===== config.mk =====
export PLATFORM = sky130hd
export DESIGN_NAME = param_reg_file
export DESIGN_NICKNAME = d
export VERILOG_FILES = /design/src/rtl/param_reg_file.sv
export SDC_FILE = /design/constraint.sdc
export NUM_CORES = 1
export LEC_CHECK = 0
export BUFFER_PORTS_ARGS = -buffer_cell sky130_fd_sc_hd__buf_2
export CAP_MARGIN = 10
export CELL_PAD_IN_SITES_DETAIL_PLACEMENT = 0
export CELL_PAD_IN_SITES_GLOBAL_PLACEMENT = 1
export CORE_MARGIN = 2
export CORE_UTILIZATION = 51
export CTS_BUF_LIST = sky130_fd_sc_hd__clkbuf_2 sky130_fd_sc_hd__clkbuf_4 sky130_fd_sc_hd__clkbuf_8
export DETAILED_ROUTE_END_ITERATION = 8
export PLACE_DENSITY = 0.91
export SLEW_MARGIN = 20
export SYNTH_ARGS = -nofsm -noshare
export SYNTH_HDL_FRONTEND = slang
export SYNTH_SLANG_ARGS = --single-unit

===== constraint.sdc =====
create_clock -name clk -period 4.5 [get_ports clk]
set_input_delay 1.35 -clock clk [delete_from_list [all_inputs] [get_ports clk]]
set_output_delay 1.35 -clock clk [all_outputs]
set_load 0.05 [all_outputs]

===== src/rtl/param_reg_file.sv =====
// Parameterised register file with a per-register busy scoreboard.
// It supports an optional hardwired-zero register 0 and optional same-cycle write forwarding.
module param_reg_file #(
    parameter int DATA_W   = 16,
    parameter int NUM_REGS = 16,
    parameter int ZERO_REG = 1,
    parameter int BYPASS   = 1,
    localparam int ADDR_W  = $clog2(NUM_REGS)
) (
    input  logic              clk,
    input  logic              rst,
    input  logic [ADDR_W-1:0] SrcReg1,
    input  logic [ADDR_W-1:0] SrcReg2,
    input  logic [ADDR_W-1:0] DstReg,
    input  logic              WriteReg,
    input  logic [DATA_W-1:0] DstData,
    input  logic [ADDR_W-1:0] ResvReg,
    input  logic              ResvEn,
    output logic [DATA_W-1:0] SrcData1,
    output logic [DATA_W-1:0] SrcData2,
    output logic              Busy1,
    output logic              Busy2,
    output logic              BusyResv,
    output logic              Hazard
);

    localparam bit ZeroEn = (ZERO_REG != 0);
    localparam bit BypEn  = (BYPASS != 0);

    logic [NUM_REGS-1:0][DATA_W-1:0] regs_q, regs_d;
    logic [NUM_REGS-1:0]             busy_q, busy_d;

    // The release is applied before the reservation so that a new producer
    // reserving the register being written back leaves it busy.
    always_comb begin
        regs_d = regs_q;
        busy_d = busy_q;
        if (WriteReg) begin
            if (!(ZeroEn && DstReg == '0)) begin
                regs_d[DstReg] = DstData;
            end
            busy_d[DstReg] = 1'b0;
        end
        if (ResvEn && !(ZeroEn && ResvReg == '0)) begin
            busy_d[ResvReg] = 1'b1;
        end
    end

    always_ff @(posedge clk) begin
        if (rst) begin
            regs_q <= '0;
            busy_q <= '0;
        end else begin
            regs_q <= regs_d;
            busy_q <= busy_d;
        end
    end

    logic zero1, zero2, zeroR;
    logic hit1, hit2, hitR;
    logic [DATA_W-1:0] wrData;

    always_comb begin
        zero1  = ZeroEn && (SrcReg1 == '0);
        zero2  = ZeroEn && (SrcReg2 == '0);
        zeroR  = ZeroEn && (ResvReg == '0);
        hit1   = BypEn && WriteReg && (DstReg == SrcReg1);
        hit2   = BypEn && WriteReg && (DstReg == SrcReg2);
        hitR   = BypEn && WriteReg && (DstReg == ResvReg);
        wrData = (ZeroEn && DstReg == '0) ? '0 : DstData;
    end

    // A forwarded write means the pending producer is completing right now.
    always_comb begin
        SrcData1 = zero1 ? '0 : (hit1 ? wrData : regs_q[SrcReg1]);
        SrcData2 = zero2 ? '0 : (hit2 ? wrData : regs_q[SrcReg2]);
        Busy1    = !zero1 && !hit1 && busy_q[SrcReg1];
        Busy2    = !zero2 && !hit2 && busy_q[SrcReg2];
        BusyResv = !zeroR && !hitR && busy_q[ResvReg];
        Hazard   = Busy1 | Busy2 | (ResvEn & BusyResv);
    end

endmodule


==> After elaboration in Yosys (flattened, before gate mapping) <==
Index checks and enable logic that the tools add are counted.
{ "classes": {"n_mux": 24, "bitwise_logic": 7, "n_reduce_logical": 23, "magnitude_cmp": 6, "eq_ne": 3} }
{ "ops": {"columns": ["operator", "n"], "rows": [
  ["256-bit bitwise mux", 1],
  ["16-bit 2-to-1 mux", 10],
  ["16-bit binary-select mux with 4-bit select", 2],
  ["16-bit demux with 4-bit select", 1],
  ["4-bit by 5-bit < comparator with 1-bit output (second input constant)", 4],
  ["16-bit bitwise AND", 1],
  ["4-bit zero test", 4],
  ["16-bit NOT", 1],
  ["16-bit bitwise OR", 1],
  ["1-bit binary-select mux with 4-bit select", 3],
  ["4-bit equality test", 3],
  ["1-bit logical AND", 12],
  ["1-bit demux with 4-bit select", 2],
  ["4-bit by 1-bit greater-or-equal comparator with 1-bit output (second input constant)", 2],
  ["1-bit zero test", 6],
  ["1-bit 2-to-1 mux", 5],
  ["1-bit bitwise OR", 2],
  ["2-bit AND reduction", 1],
  ["1-bit bitwise AND", 1],
  ["1-bit NOT", 1]
]} }
{ "totals": {"ff_bits": 272, "inputBits": 36, "out_inout_bits": 36, "wordCells": 80} }

==> Logic depth before layout (Yosys ltp) <==
{ "logic_depth": {"depth_word": 9, "depth_mapped": 9, "ltp_nobuf": 5} }

==> Worst setup path after synthesis <==
OpenSTA, ideal clock, no wires.
{ "synth_path": {"kind": "input -> output", "start": "input SrcReg1[1]", "end": "output SrcData1[10]", "path_buffers": 4, "cell_stages": 8, "path_slack_ns": -0.193, "required_ns": 3.150, "arrival_ns": 3.343, "path_cell_list": "buf_4 buf_2 clkbuf_8 inv_1 a21oi_1 buf_2 nand2_1 a21oi_1"} }
{ "synth_via": {"elab_chain_cells": 4, "elab_cells_between_ends": 7, "cone_classes": "eq/ne: 1; mux: 4; reduce/logical: 2"} }
{ "synth_rtl": {"columns": ["element", "line", "rtl"], "rows": [
  ["start: declaration", "12", "input logic [ADDR_W-1:0] SrcReg1,"],
  ["16-bit binary-select mux with 4-bit select or 4-bit equality test (tied branches)", "75, 67", null],
  ["16-bit 2-to-1 mux (implied by the code) or 1-bit logical AND (tied branches)", "75, 67", null],
  ["16-bit 2-to-1 mux", "75", "SrcData1 = zero1 ? '0 : (hit1 ? wrData : regs_q[SrcReg1]);"],
  ["16-bit 2-to-1 mux (*)", "75", null],
  ["end: declaration", "19", "output logic [DATA_W-1:0] SrcData1,"]
]} }
Mark *: on every way between the ends. The rest lies on a longest branch, timed or not. The select of a mux whose other input is x is not followed.

==> Final worst setup path <==
{ "layout_path": {"start": "input SrcReg2[0]", "end": "output SrcData2[6]"} }
{ "layout_via": {"elab_chain_cells": 4, "elab_cells_between_ends": 7, "cone_classes": "eq/ne: 1; mux: 4; reduce/logical: 2"} }
{ "layout_rtl": {"columns": ["element", "line", "rtl"], "rows": [
  ["start: declaration", "13", "input logic [ADDR_W-1:0] SrcReg2,"],
  ["16-bit binary-select mux with 4-bit select or 4-bit equality test (tied branches)", "76, 68", null],
  ["16-bit 2-to-1 mux (implied by the code) or 1-bit logical AND (tied branches)", "76, 68", null],
  ["16-bit 2-to-1 mux", "76", "SrcData2 = zero2 ? '0 : (hit2 ? wrData : regs_q[SrcReg2]);"],
  ["16-bit 2-to-1 mux (*)", "76", null],
  ["end: declaration", "20", "output logic [DATA_W-1:0] SrcData2,"]
]} }
Marks and branches as above.

==> results.md <==
- Post-DP HPWL: 30400 µm
- Antenna violations before repair: 5
- CTS sink count: 272
- Detailed Route Iter0 Violations: 1720
- H-tree depth reported by CTS: 2
- Clock transition at the registers of the reported paths: 60 ps
- Post-synthesis average cell area: around 10 µm²
- Pin count of the biggest net entering global routing: around 110
- Number of ports placed on the die boundary: 72
- Post-Syn Area: roughly 0.015 mm²
- Final setup vio count: 1
- Count of placed standard cells including taps: 1863
- Areal power density over the cells: 321 mW/mm²
- Fraction of the cycle the final worst path needs: 100%
- Residual overflow from global routing: 0
- Worst vdd rail ir drop: between 0.15 and 0.2 mV
- First-pass GRT wire length: 72600 µm
- Global placer's final weighted congestion: 0.908
- Total count of hold-check failures in the final report: 0
- Status: finished with violations
- Total negative setup slack: -4.75 ps
- Final worst clock skew: 0 ps
- Initial DRT Pass Iterations: 5
- Die X: 174 µm
- Non-filler instance count after layout: a little under 2000
- Average wire per standard cell: 24.5 µm
- Gate count of the mapped netlist: 1484
- Peak fanout along the critical path: 9
- Root buf cell: sky130_fd_sc_hd__clkbuf_8
- Register area share after synthesis: 37.0%
- Slew at the pin closest to its max-slew limit: 1150 ps
- Register bit count reported by yosys: ~270
- Final wirelength: 48100 µm
- Yosys Warn Count: 0
- Failing checks: setup timing
- Number of global-route vias before repair: 12204
- Max-slew headroom at the worst pin: 23.4%
- CP required: about 3200 ps
- Number of buffers inserted during clock tree synthesis: 46
- Type of element capturing the critical path: output port
- Overall die area: 0.0302 mm²
- Die Y: 174 µm
- Most common cell after layout, fill and taps aside: sky130_fd_sc_hd__nand2_1
- Vias post-DR: 12432
- Worst setup path class: in -> out
- Vias per inst: 6.34
- Detailed-route DRC error count: 0
- Starting utilization of the core area: 51.6%
- Hold WC Path Type: reg -> reg
- Maximum root-to-sink buffer count: 3
- Critical path startpoint category: input pin
- Share of layout cells above drive strength 1: 28.8%
- Count of flip-flops with a built-in enable after synthesis: 0
- Worst Hold Launch: regs_q[245]
- Fillcell total: 2357
- Most frequent cells in the layout: sky130_fd_sc_hd__nand2_1, sky130_fd_sc_hd__dfxtp_1, sky130_fd_sc_hd__a21oi_1
- Number of buffer cells added on primary ports: between 70 and 80
- RSZ-0062 raised after global routing: true
- Overall track demand over capacity in global routing: 31.4%
- Async S/R FF share, synth: 0%
- Prevailing post-synth register cell: sky130_fd_sc_hd__dfxtp_1
- Startpoint of the worst setup timing path: SrcReg2[0]
- Setup slack of the critical path after layout: -4.75 ps
- Number of violations of the max-capacitance limit: 0
- Count of cell types in the netlist: 45
- Number of nets in the layout: between 1500 and 2000
- Final Critical Period: 4500 ps
- Pins Over Slew Limit: 0
- Critical register-to-register path startpoint: busy_q[11]
- Number of antenna-violating nets in the routed design: 0
- Cell leakage power: 6.11 nW
- Arrival time at the worst endpoint: 3150 ps
- Floorplan core area: about 0.029 mm²
- Max Clock Freq: 222 MHz
- Post-synth net total: 1520
- Layout overhead on the synthesized area: 16.6%
- Clock tree from TritonCTS: built
- Site row count: 62
- Clock latency on the worst-skew pair: 550 ps
cell families after synthesis:
logic type,synth area share (%)
and+or+nand+nor,15.7
DFF,37.0
muxes,32.5
AOI/OAI and AO/OA,7.85
buffers and inverters,6.24
xor gates and xnor gates,0.714
where the power goes:
part / switching [W] / leakage (nW) / internal (W)
Combinational: 0.000414 / 3.39 / 0.000264
Clock: 0.00104 / 0.530 / 0.00133
Sequential: 0.0000246 / 2.20 / 0.00244
synthesized netlist by cell type (2+ instances only):
cell type / count / area, µm²
sky130_fd_sc_hd__a32oi_1: 2 / 17.5
sky130_fd_sc_hd__mux4_2: 146 / 3290
sky130_fd_sc_hd__nand2b_1: 7 / 43.8
sky130_fd_sc_hd__mux4_1: 23 / 604
sky130_fd_sc_hd__nor4_1: 2 / 12.5
sky130_fd_sc_hd__or3_1: 2 / 12.5
sky130_fd_sc_hd__buf_6: 10 / 113
sky130_fd_sc_hd__nor3_2: 4 / 40.0
sky130_fd_sc_hd__clkbuf_8: 9 / 124
sky130_fd_sc_hd__and3_1: 3 / 18.8
sky130_fd_sc_hd__nand3_1: 24 / 120
sky130_fd_sc_hd__buf_12: 4 / 80.1
sky130_fd_sc_hd__a22oi_1: 9 / 67.6
sky130_fd_sc_hd__buf_4: 11 / 82.6
sky130_fd_sc_hd__mux2i_1: 81 / 811
sky130_fd_sc_hd__nand2_1: 344 / 1290
sky130_fd_sc_hd__inv_1: 9 / 33.8
sky130_fd_sc_hd__xor2_1: 6 / 52.6
sky130_fd_sc_hd__xnor2_1: 6 / 52.6
sky130_fd_sc_hd__a21oi_1: 203 / 1020
sky130_fd_sc_hd__clkbuf_1: 99 / 372
sky130_fd_sc_hd__nor3_1: 8 / 40.0
sky130_fd_sc_hd__a31o_2: 2 / 17.5
sky130_fd_sc_hd__nor2_1: 133 / 499
sky130_fd_sc_hd__mux4_4: 3 / 75.1
sky130_fd_sc_hd__nor2b_1: 23 / 144
sky130_fd_sc_hd__dfxtp_1: 272 / 5450
sky130_fd_sc_hd__or2_2: 2 / 12.5
sky130_fd_sc_hd__buf_2: 21 / 105
sequential cells by signal (all words and copies together) (netlist names):
name,flops
regs_q,256
busy_q,16
layout make-up:
type,count,area (µm²),share of cell area [%]
repair buffers,162,1680,9.77
multi-input cells,1047,8520,49.7
clock buffers,77,947,5.52
clock inverters,6,43.8,0.255
well taps,384,480,2.80
inverters,9,33.8,0.197
flip-flops and latches,272,5450,31.7
diodes,3,7.51,0.0438
critical path, cell delays in order:
cell and delay, ps:
sky130_fd_sc_hd__buf_16 150, sky130_fd_sc_hd__buf_12 150, sky130_fd_sc_hd__buf_4 160, sky130_fd_sc_hd__nor4_1 470
sky130_fd_sc_hd__a31o_2 230, sky130_fd_sc_hd__buf_12 150, sky130_fd_sc_hd__buf_12 140, sky130_fd_sc_hd__a21oi_1 110
sky130_fd_sc_hd__buf_4 210
metrics by stage:
stage,util (%),hold WS (ps),worst slack [ps],total power [W],area (µm²)
floorplan,-,433,-104,0.00294,14800
global placement,55.1,449,-109,0.00312,15700
detailed placement,55.1,459,-180,0.00313,15700
CTS,59.6,467,-3.21,0.00550,17000
global route,60.1,482,-11.9,0.00565,17100
finish,60.1,468,-4.75,0.00551,17200
per-layer routing:
layer	part of all wire (%)	global-route usage, %
met5	0.056	0
met4	5.3	16.4
met3	10	7.04
met2	47	51.2
met1	37	39.3
worst paths after layout:
kind              slack (ps)  depth (start not counted)          end
setup / recovery          -5                          9  SrcData2[6]
hold / removal           470                          2  regs_q[245]
setup reg to reg        3720                          2   busy_q[11]
hold reg to reg          470                          2  regs_q[245]
timing repair:
action	in CTS	in global routing
hold endpoints to repair	0	0
setup endpoints to repair	35	28
hold buffers	0	0
cloned	4	3
resized for setup	48	26
pin swaps	1	2
setup buffers	3	1
Note: power is estimated with default switching activity, not from simulation.
